**src/rtl/bingo_board_map.sv**
```systemverilog
// 5x5 Bingo board: shuffles 1..25 with an LFSR-driven Fisher-Yates pass,
// marks called numbers, counts completed lines and flags bingo.
module bingo_board_map #(
    parameter logic [15:0] SEED      = 16'hACE1,
    parameter int          WIN_LINES = 5
) (
    input  logic         clk_25MHz,
    input  logic         all_rst,
    input  logic         shuffle_start,
    input  logic         call_valid,
    input  logic [4:0]   call_num,
    output logic [124:0] map,
    output logic         busy,
    output logic         ready,
    output logic         call_done,
    output logic         call_hit,
    output logic [3:0]   lines,
    output logic         bingo
);

    typedef enum logic [1:0] {ST_PLAY, ST_INIT, ST_SHUFFLE} state_t;

    localparam logic [15:0] LFSR_RST = (SEED == 16'h0000) ? 16'h0001 : SEED;
    localparam logic [3:0]  WIN_L    = 4'(WIN_LINES);

    state_t           state_q, state_d;
    logic [15:0]      lfsr_q, lfsr_d;
    logic [4:0]       k_q, k_d;
    logic [24:0][4:0] map_q, map_d;
    logic             call_done_q, call_done_d;
    logic             call_hit_q, call_hit_d;
    logic [3:0]       lines_q, lines_d;
    logic             bingo_q, bingo_d;
    logic [12:0]      prod;
    logic [4:0]       j;
    logic             in_play;

    function automatic logic [24:0][4:0] identity_map();
        logic [24:0][4:0] m;
        for (int i = 0; i < 25; i++) m[i] = 5'(i + 1);
        return m;
    endfunction

    function automatic logic [3:0] count_lines(input logic [24:0][4:0] m);
        logic [24:0] z;
        logic [3:0]  n;
        logic        d0, d1;
        for (int i = 0; i < 25; i++) z[i] = (m[i] == 5'd0);
        n = 4'd0;
        for (int r = 0; r < 5; r++) begin
            n = n + {3'b000, &z[5*r +: 5]};
            n = n + {3'b000, z[r] & z[r+5] & z[r+10] & z[r+15] & z[r+20]};
        end
        d0 = z[0] & z[6] & z[12] & z[18] & z[24];
        d1 = z[4] & z[8] & z[12] & z[16] & z[20];
        n = n + {3'b000, d0} + {3'b000, d1};
        return n;
    endfunction

    assign in_play = (state_q == ST_PLAY);
    // j = floor(r * (k+1) / 256) stays within 0..k for any 8-bit r
    assign prod = 13'(lfsr_q[7:0]) * 13'(k_q + 5'd1);
    assign j    = prod[12:8];

    always_comb begin
        state_d     = state_q;
        k_d         = k_q;
        map_d       = map_q;
        call_done_d = 1'b0;
        call_hit_d  = 1'b0;
        lfsr_d      = lfsr_q[0] ? ((lfsr_q >> 1) ^ 16'hB400) : (lfsr_q >> 1);
        case (state_q)
            ST_PLAY: begin
                if (shuffle_start) begin
                    state_d = ST_INIT;
                end else if (call_valid && !bingo_q) begin
                    call_done_d = 1'b1;
                    for (int i = 0; i < 25; i++) begin
                        if (call_num != 5'd0 && map_q[i] == call_num) begin
                            map_d[i]   = 5'd0;
                            call_hit_d = 1'b1;
                        end
                    end
                end
            end
            ST_INIT: begin
                map_d   = identity_map();
                k_d     = 5'd24;
                state_d = ST_SHUFFLE;
            end
            ST_SHUFFLE: begin
                map_d[k_q] = map_q[j];
                map_d[j]   = map_q[k_q];
                k_d        = k_q - 5'd1;
                if (k_q == 5'd1) state_d = ST_PLAY;
            end
            default: state_d = ST_PLAY;
        endcase
        lines_d = (in_play && !shuffle_start) ? count_lines(map_q) : 4'd0;
        bingo_d = (in_play && shuffle_start) ? 1'b0 : (bingo_q | (lines_d >= WIN_L));
    end

    always_ff @(posedge clk_25MHz or negedge all_rst) begin
        if (!all_rst) begin
            state_q     <= ST_PLAY;
            lfsr_q      <= LFSR_RST;
            k_q         <= 5'd0;
            map_q       <= identity_map();
            call_done_q <= 1'b0;
            call_hit_q  <= 1'b0;
            lines_q     <= 4'd0;
            bingo_q     <= 1'b0;
        end else begin
            state_q     <= state_d;
            lfsr_q      <= lfsr_d;
            k_q         <= k_d;
            map_q       <= map_d;
            call_done_q <= call_done_d;
            call_hit_q  <= call_hit_d;
            lines_q     <= lines_d;
            bingo_q     <= bingo_d;
        end
    end

    assign map       = map_q;
    assign busy      = !in_play;
    assign ready     = in_play;
    assign call_done = call_done_q;
    assign call_hit  = call_hit_q;
    assign lines     = lines_q;
    assign bingo     = bingo_q;

endmodule

```
**config.mk**
```make
export PLATFORM = sky130hd
export DESIGN_NAME = bingo_board_map
export DESIGN_NICKNAME = d
export VERILOG_FILES = /design/src/rtl/bingo_board_map.sv
export SDC_FILE = /design/constraint.sdc
export NUM_CORES = 1
export LEC_CHECK = 0
export ABC_CLOCK_PERIOD_IN_PS = 18850
export CELL_PAD_IN_SITES_DETAIL_PLACEMENT = 1
export CELL_PAD_IN_SITES_GLOBAL_PLACEMENT = 2
export CORE_MARGIN = 5
export CORE_UTILIZATION = 38
export CTS_CLUSTER_DIAMETER = 60
export DETAILED_ROUTE_END_ITERATION = 16
export GPL_TIMING_DRIVEN = 0
export PLACE_DENSITY = 0.86
export SLEW_MARGIN = 40
export SYNTH_ARGS = -nofsm -noshare
export SYNTH_HDL_FRONTEND = slang
export SYNTH_SLANG_ARGS = --single-unit
```
**constraint.sdc**
```tcl
create_clock -name clk_25MHz -period 18.85 [get_ports clk_25MHz]
set_input_delay 4.7125 -clock clk_25MHz [delete_from_list [all_inputs] [get_ports clk_25MHz]]
set_output_delay 4.7125 -clock clk_25MHz [all_outputs]
set_load 0.01 [all_outputs]
```
* After elaboration in Yosys (flattened, before gate mapping)
Index checks and enable logic that the tools add are counted.
** Operators by class
- Reductions and logical operators :: 93
- $add $sub $neg :: 13
- Multiply operators :: 1
- Bitwise logic cells :: 30
- Equal/unequal tests :: 57
- Mux-type cells :: 76
- Order comparisons :: 5
** Operators by type and width (number)
- 125-bit case mux with 3 select lines :: 1
- 125-bit bitwise mux :: 2
- 125-bit 2-to-1 mux :: 2
- 5-bit 2-to-1 mux :: 29
- 5-bit equality test :: 25
- 5-bit logical NOT :: 25
- 4-bit AND reduction :: 25
- 2-bit by 1-bit != test with 1-bit output (second input constant) :: 26
- 5-bit binary-select mux with 5-bit select :: 2
- 5-bit demux with 5-bit select :: 2
- 4-bit by 1-bit adder with 4-bit output :: 8
- 1-bit 2-to-1 mux :: 32
- 1-bit logical AND :: 30
- 1-bit AND :: 28
- 5-bit AND reduction :: 5
- 16-bit 2-to-1 mux :: 1
- 8-bit by 6-bit multiplier with 13-bit output :: 1
- 5-bit by 6-bit < comparator with 1-bit output (second input constant) :: 2
- 5-bit by 1-bit greater-or-equal comparator with 1-bit output (second input constant) :: 2
- 5-bit case mux with 2 select lines :: 1
- 5-bit by 1-bit adder with 6-bit output (second input constant) :: 1
- 2-bit != test (second input constant) :: 3
- 2-bit case mux with 3 select lines :: 1
- 5-bit by 1-bit equality test with 1-bit output (second input constant) :: 1
- 17 further kinds :: 20
** Word-level totals
- Logic and storage cells :: 307
- Output and inout port bits :: 134
- Register bits after elaboration :: 155

* Depth between registers and ports, before layout
- Word-level depth :: 30
- Gate-level depth with buffers :: 29
- Gate-level depth less buffers :: 22

* Worst setup path before layout
No wires, ideal clock.
- Kind :: input port to flip-flop
- Start :: input port call_num[0]
- End :: register map_q (netlist bit map[35])
- Slack :: 11732 ps
- Cell stages on the path :: 9
- Required time :: 18711 ps
- Arrival :: 6979 ps
- Setup time :: 139 ps
- Cells stage by stage :: clkbuf_1 > clkbuf_1 > buf_2 > xor2_1 > nor4_1 > o21ai_0 > a21oi_1 > o22ai_1 > a21oi_1
** Between the ends
- Word-level cells in the longest chain between the ends :: 4
- Elaborated cells on any way between the ends :: 5
- Classes of those cells :: eq/ne: 2; reduce/logical: 3
** RTL lines
- start: declaration :: RTL line 11 : input logic [4:0] call_num,
- 5-bit equality test / 5-bit nonzero test (equally long branches) :: RTL line 79 : if (call_num != 5'd0 && map_q[i] == call_num) begin
- 1-bit logical AND * :: RTL line 79
- 2-bit by 1-bit != test with 1-bit output (no line) *
- 4-bit AND reduction (no line) *
- end signal: assignment :: RTL line 108 : map_q <= identity_map();
- end signal: assignment :: RTL line 117 : map_q <= map_d;
- end: declaration :: RTL line 29 : logic [24:0][4:0] map_q, map_d;
Every way passes the cells marked *; elsewhere a longest branch is shown, timed or not.
A chain may end at the register's enable or synchronous reset.

* Worst setup path in the final report
- Start :: register k_q[0]
- End :: register map_q (netlist bit map[22])
** Between the ends
- Word-level cells in the longest chain between the ends :: 8
- Elaborated cells on any way between the ends :: 19
- Classes of those cells :: add/sub: 1; mul: 1; order compare: 4; mux: 11; reduce/logical: 2
** RTL lines
- start: declaration :: RTL line 28 : logic [4:0] k_q, k_d;
- start signal: assignment :: RTL line 116 : k_q <= k_d;
- 5-bit by 1-bit adder with 6-bit output :: RTL line 62 : assign prod = 13'(lfsr_q[7:0]) * 13'(k_q + 5'd1);
- 8-bit by 6-bit multiplier with 13-bit output :: RTL line 62
- 5-bit by 6-bit < comparator with 1-bit output (not written as such) / 5-bit by 1-bit greater-or-equal comparator with 1-bit output (equally long branches) :: RTL line 93 : map_d[j] = map_q[k_q];
- 1-bit logical AND (not written as such) :: RTL line 93
- 5-bit 2-to-1 mux (not written as such) :: RTL line 93
- 5-bit demux with 5-bit select :: RTL line 93
- 125-bit bitwise mux * :: RTL line 93
- 125-bit case mux with 3 select lines * :: RTL line 72 : case (state_q)
Every way passes the cells marked *; elsewhere a longest branch is shown, timed or not. The select of a mux whose other input is x is not followed.

==> summary.txt <==
Detailed routing
  – DRC: 0
  – Vias/cell: 6.976
  – Drt first pass iters: 6
  – Total Wirelength: 96180 um
  – Routed vias: 17870
  – Final ANT Viol Nets: 0
  – Initial DRC count: 2389
  – Routed length per instance: 37.54 um

Floorplan
  – Core Area: 0.03955 sq mm
  – Top Ports: 143
  – Effective utilization at floorplan: 38.28%
  – Row cnt: 73
  – Chip Width: 209.6 um
  – Die area: 0.04393 sq mm
  – Die Y: 209.6 um

Yosys
  – Netlist cell types: 91
  – Synthesized instance count: 1858
  – Post-synthesis sequential area ratio: 26.16%
  – Prevailing post-synth register cell: dfrtp_1
  – Mean Syn Cell Area: 8.148 sq um
  – Synth Area in Compound Gates: 23.90%
  – Post-synthesis mux area share: 8.844%
  – Yosys top cell area share: 14.88%
  – Flops & latches, synth: 155
  – Synth top area cells: dfrtp_1 15%, dfstp_2 11%, o21ai_0 6.0%
  – Synth warn: 0
  – Post-synth EDFFs: 0
  – Adder and majority cell fraction of the synthesized area: 6.612%
  – XOR/XNOR share of the synthesized area: 8.546%
  – Syn Std Cell Area: 0.01514 sq mm
  – Synth async-reset ratio: 100.0%
  – Post-synth top area cell: dfrtp_1
  – Simple-Gate Fraction of Synth Area: 21.27%
  – Syn nets: 1929
  – Largest family of logic cells by synthesized area: compound AO/OA/AOI/OAI gates

Job
  – Max-cap violations: 0

Worst setup path
  – WP data arrival: 10.13 ns
  – Crit path max fanout: 10
  – Critical Path RT: 19.27 ns
  – Critical Path Sink Type: flip-flop
  – Setup Crit Path Kind: flip-flop to flip-flop
  – Crit start category: flip-flop
  – Setup slack, reg-to-reg: 9.14 ns
  – Setup crit start: k_q[0]$_DFFE_PN0P_
  – Worst r2r src: k_q[0]$_DFFE_PN0P_

Timing
  – Final period utilization: 51.50%
  – Slew Limit Fails: 0
  – Worst Max-Slew Pin Slew: 0.9605 ns
  – Maximum achievable frequency: 0.1030 GHz
  – RSZ-0062 raised after global routing: false
  – WHS: 0.3505 ns
  – Final hold violation count: 0
  – Setup TNS: 0 ns
  – Layout Skew: 0.01697 ns
  – Crit path time final: 9.708 ns
  – Final setup vio count: 0
  – Slew HR: 35.96%

Power and ir drop
  – Leak pwr: 6.946 nW
  – Sequential share of power: 22.1%
  – P per Cell Area: 139.7 mW/mm^2
  – Net Sw Frac: 56.18%
  – Pint: 1.102 mW
  – Clock power frac: 14.4%
  – Worst vdd ir: 0.1198 mV
  – P_sw: 1.413 mW
  – Gate power share: 63.5%

GRT
  – Largest net degree at the start of global routing: 71
  – First-pass GRT wire length: 133200 um
  – Gr usage total: 42.50%
  – Initial antenna violation count: 11
  – Grt ovf: 0
  – Vias in the first global route: 17530

Layout
  – P&R area growth vs syn: 18.93%
  – Commonest cells after routing, fill and taps aside: 193 x nand2_1, 189 x nor2_1, 180 x o21ai_0
  – Nets: 2091
  – Share of layout cells above drive strength 1: 12.94%
  – Filler instances: 4757
  – Commonest non-fill, non-tap cell in the layout: nand2_1

CTS
  – Clk_lat worst skew: 0.51 ns
  – Clock sink total: 155
  – CTS tree: done
  – CTS max path bufs: 2
  – H-tree levels: 4
  – TritonCTS Buffers: 17
  – Clk slew on worst S/H paths: 0.07 ns
  – Setup Buffers After CTS: 0
  – Root Driver: clkbuf_16
  – CTS Hold Bufs: 0
  – Post-cts gate resize count: 0

Placement
  – DP Wirelength: 71920 um
  – GPL Wtd Cong: 1.068
  – Port-buffer cells: 137

Status
  – Status: finished clean

Worst hold path
  – Hold Path Class: flip-flop to flip-flop
  – Min-delay src: lfsr_q[12]$_DFF_PN0_
## metal layers
| layer | global-route usage, % | part of all wire, % |
|---|---|---|
| met1 | 53.24 | 38 |
| met2 | 63.38 | 42 |
| met3 | 14.90 | 12 |
| met4 | 24.82 | 7.2 |
| met5 | 0 | 0.071 |
## power by group through the flow
stage	clock network, mW	logic [mW]	registers, mW
final	0.362	1.60	0.556
after floorplan	0	0.813	0.500
after CTS	0.364	1.53	0.545
after detailed placement	0	1.51	0.550
after global routing	0.377	1.65	0.552
after global placement	0	1.46	0.548
## sequential cells by signal, summed over array words and instances, names as in the netlist
signal and cells:
map 125, lfsr_q 16, k_q 5, lines 4
state_q 2, bingo 1, call_done 1, call_hit 1
## cells by family (layout without fill, tap and decap cells)
group	count (synthesis)	count (layout)
simple gates	687	687
compound gates	567	567
buf+inv	167	342
flops	155	155
xor+xnor	139	139
mux	81	81
fa+ha+maj	62	62
other cells	0	4
## worst paths after layout
check                           cells past startpoint              endpoint
min in group asynchronous                           1   lfsr_q[1]$_DFF_PN0_
worst max-delay path                               25   map[22]$_DFFE_PN1P_
max in group asynchronous                           2   map[58]$_DFFE_PN1P_
worst min register to register                      0  lfsr_q[11]$_DFF_PN1_
worst max register to register                     25   map[22]$_DFFE_PN1P_
worst min-delay path                                0  lfsr_q[11]$_DFF_PN1_
## cell usage after synthesis (5+ instances only)
master,count
nand2_1,193
mux2i_1,31
o221ai_1,29
a221oi_1,32
o22ai_1,11
a21o_1,8
or3_1,6
a311oi_1,7
mux4_2,40
o21ai_0,182
buf_1,8
dfstp_2,65
a31o_2,5
a22oi_1,11
o21ai_1,15
nor2_1,195
nand2b_1,8
nor3_1,55
dfrtp_1,90
inv_1,51
fa_1,30
a21boi_0,12
mux2_2,9
o31ai_1,6
or4_1,15
xnor2_1,65
ha_1,32
a21oi_1,148
nand3_1,91
a211oi_1,11
buf_2,21
a31oi_1,20
nor2b_1,10
a2111oi_0,5
and3_1,14
o211ai_1,9
xor2_1,68
and2_1,34
o22a_1,7
nor4_1,23
nand4_1,25
clkbuf_1,76
a32oi_1,6
## per-stage QoR
step / setup slack [ns] / instance area [sq um] / power (mW) / cells / util (%)
3_3_place_gp: 6.543 / 17170 / 2.007 / 2520 / 43.41
3_5_place_dp: 9.371 / 17390 / 2.056 / 2526 / 43.98
6_report: 9.142 / 18000 / 2.516 / 2562 / 45.52
4_1_cts: 9.310 / 17970 / 2.436 / 2558 / 45.43
2_1_floorplan: 11.73 / 15140 / 1.312 / 1858 / -
5_1_grt: 9.071 / 17990 / 2.583 / 2558 / 45.50
## final cells by class
| cell class | instances | area, sq um | share of cell area, % |
|---|---|---|---|
| Clock buffer | 22 | 454.2 | 2.523 |
| Timing Repair Buffer | 143 | 1465 | 8.138 |
| Buffer | 114 | 545.5 | 3.030 |
| Tap cell | 525 | 656.9 | 3.649 |
| Multi-Input combinational cell | 1536 | 10590 | 58.84 |
| Sequential cell | 155 | 3960 | 22.00 |
| Antenna cell | 4 | 10.01 | 0.05560 |
| Clock inverter | 10 | 118.9 | 0.6602 |
| Inverter | 53 | 198.9 | 1.105 |
## worst max-delay path, stage by stage, from the launching register on
cell	delay, ns
dfrtp_1	0.41
buf_6	0.23
buf_1	0.71
clkbuf_1	0.78
inv_1	0.38
ha_1	0.38
clkbuf_2	0.19
and2_1	0.21
fa_1	0.51
inv_1	0.06
fa_1	0.46
fa_1	0.54
inv_1	0.05
ha_1	0.36
a21oi_2	0.60
nor2_1	0.18
a211o_4	0.40
xor2_4	0.56
a2111oi_1	0.22
a31o_2	0.28
a2111oi_1	0.63
and2_1	0.22
buf_2	0.48
buf_4	0.40
a21oi_1	0.11
o21ai_0	0.20
Power figures use the tool's default switching activity.
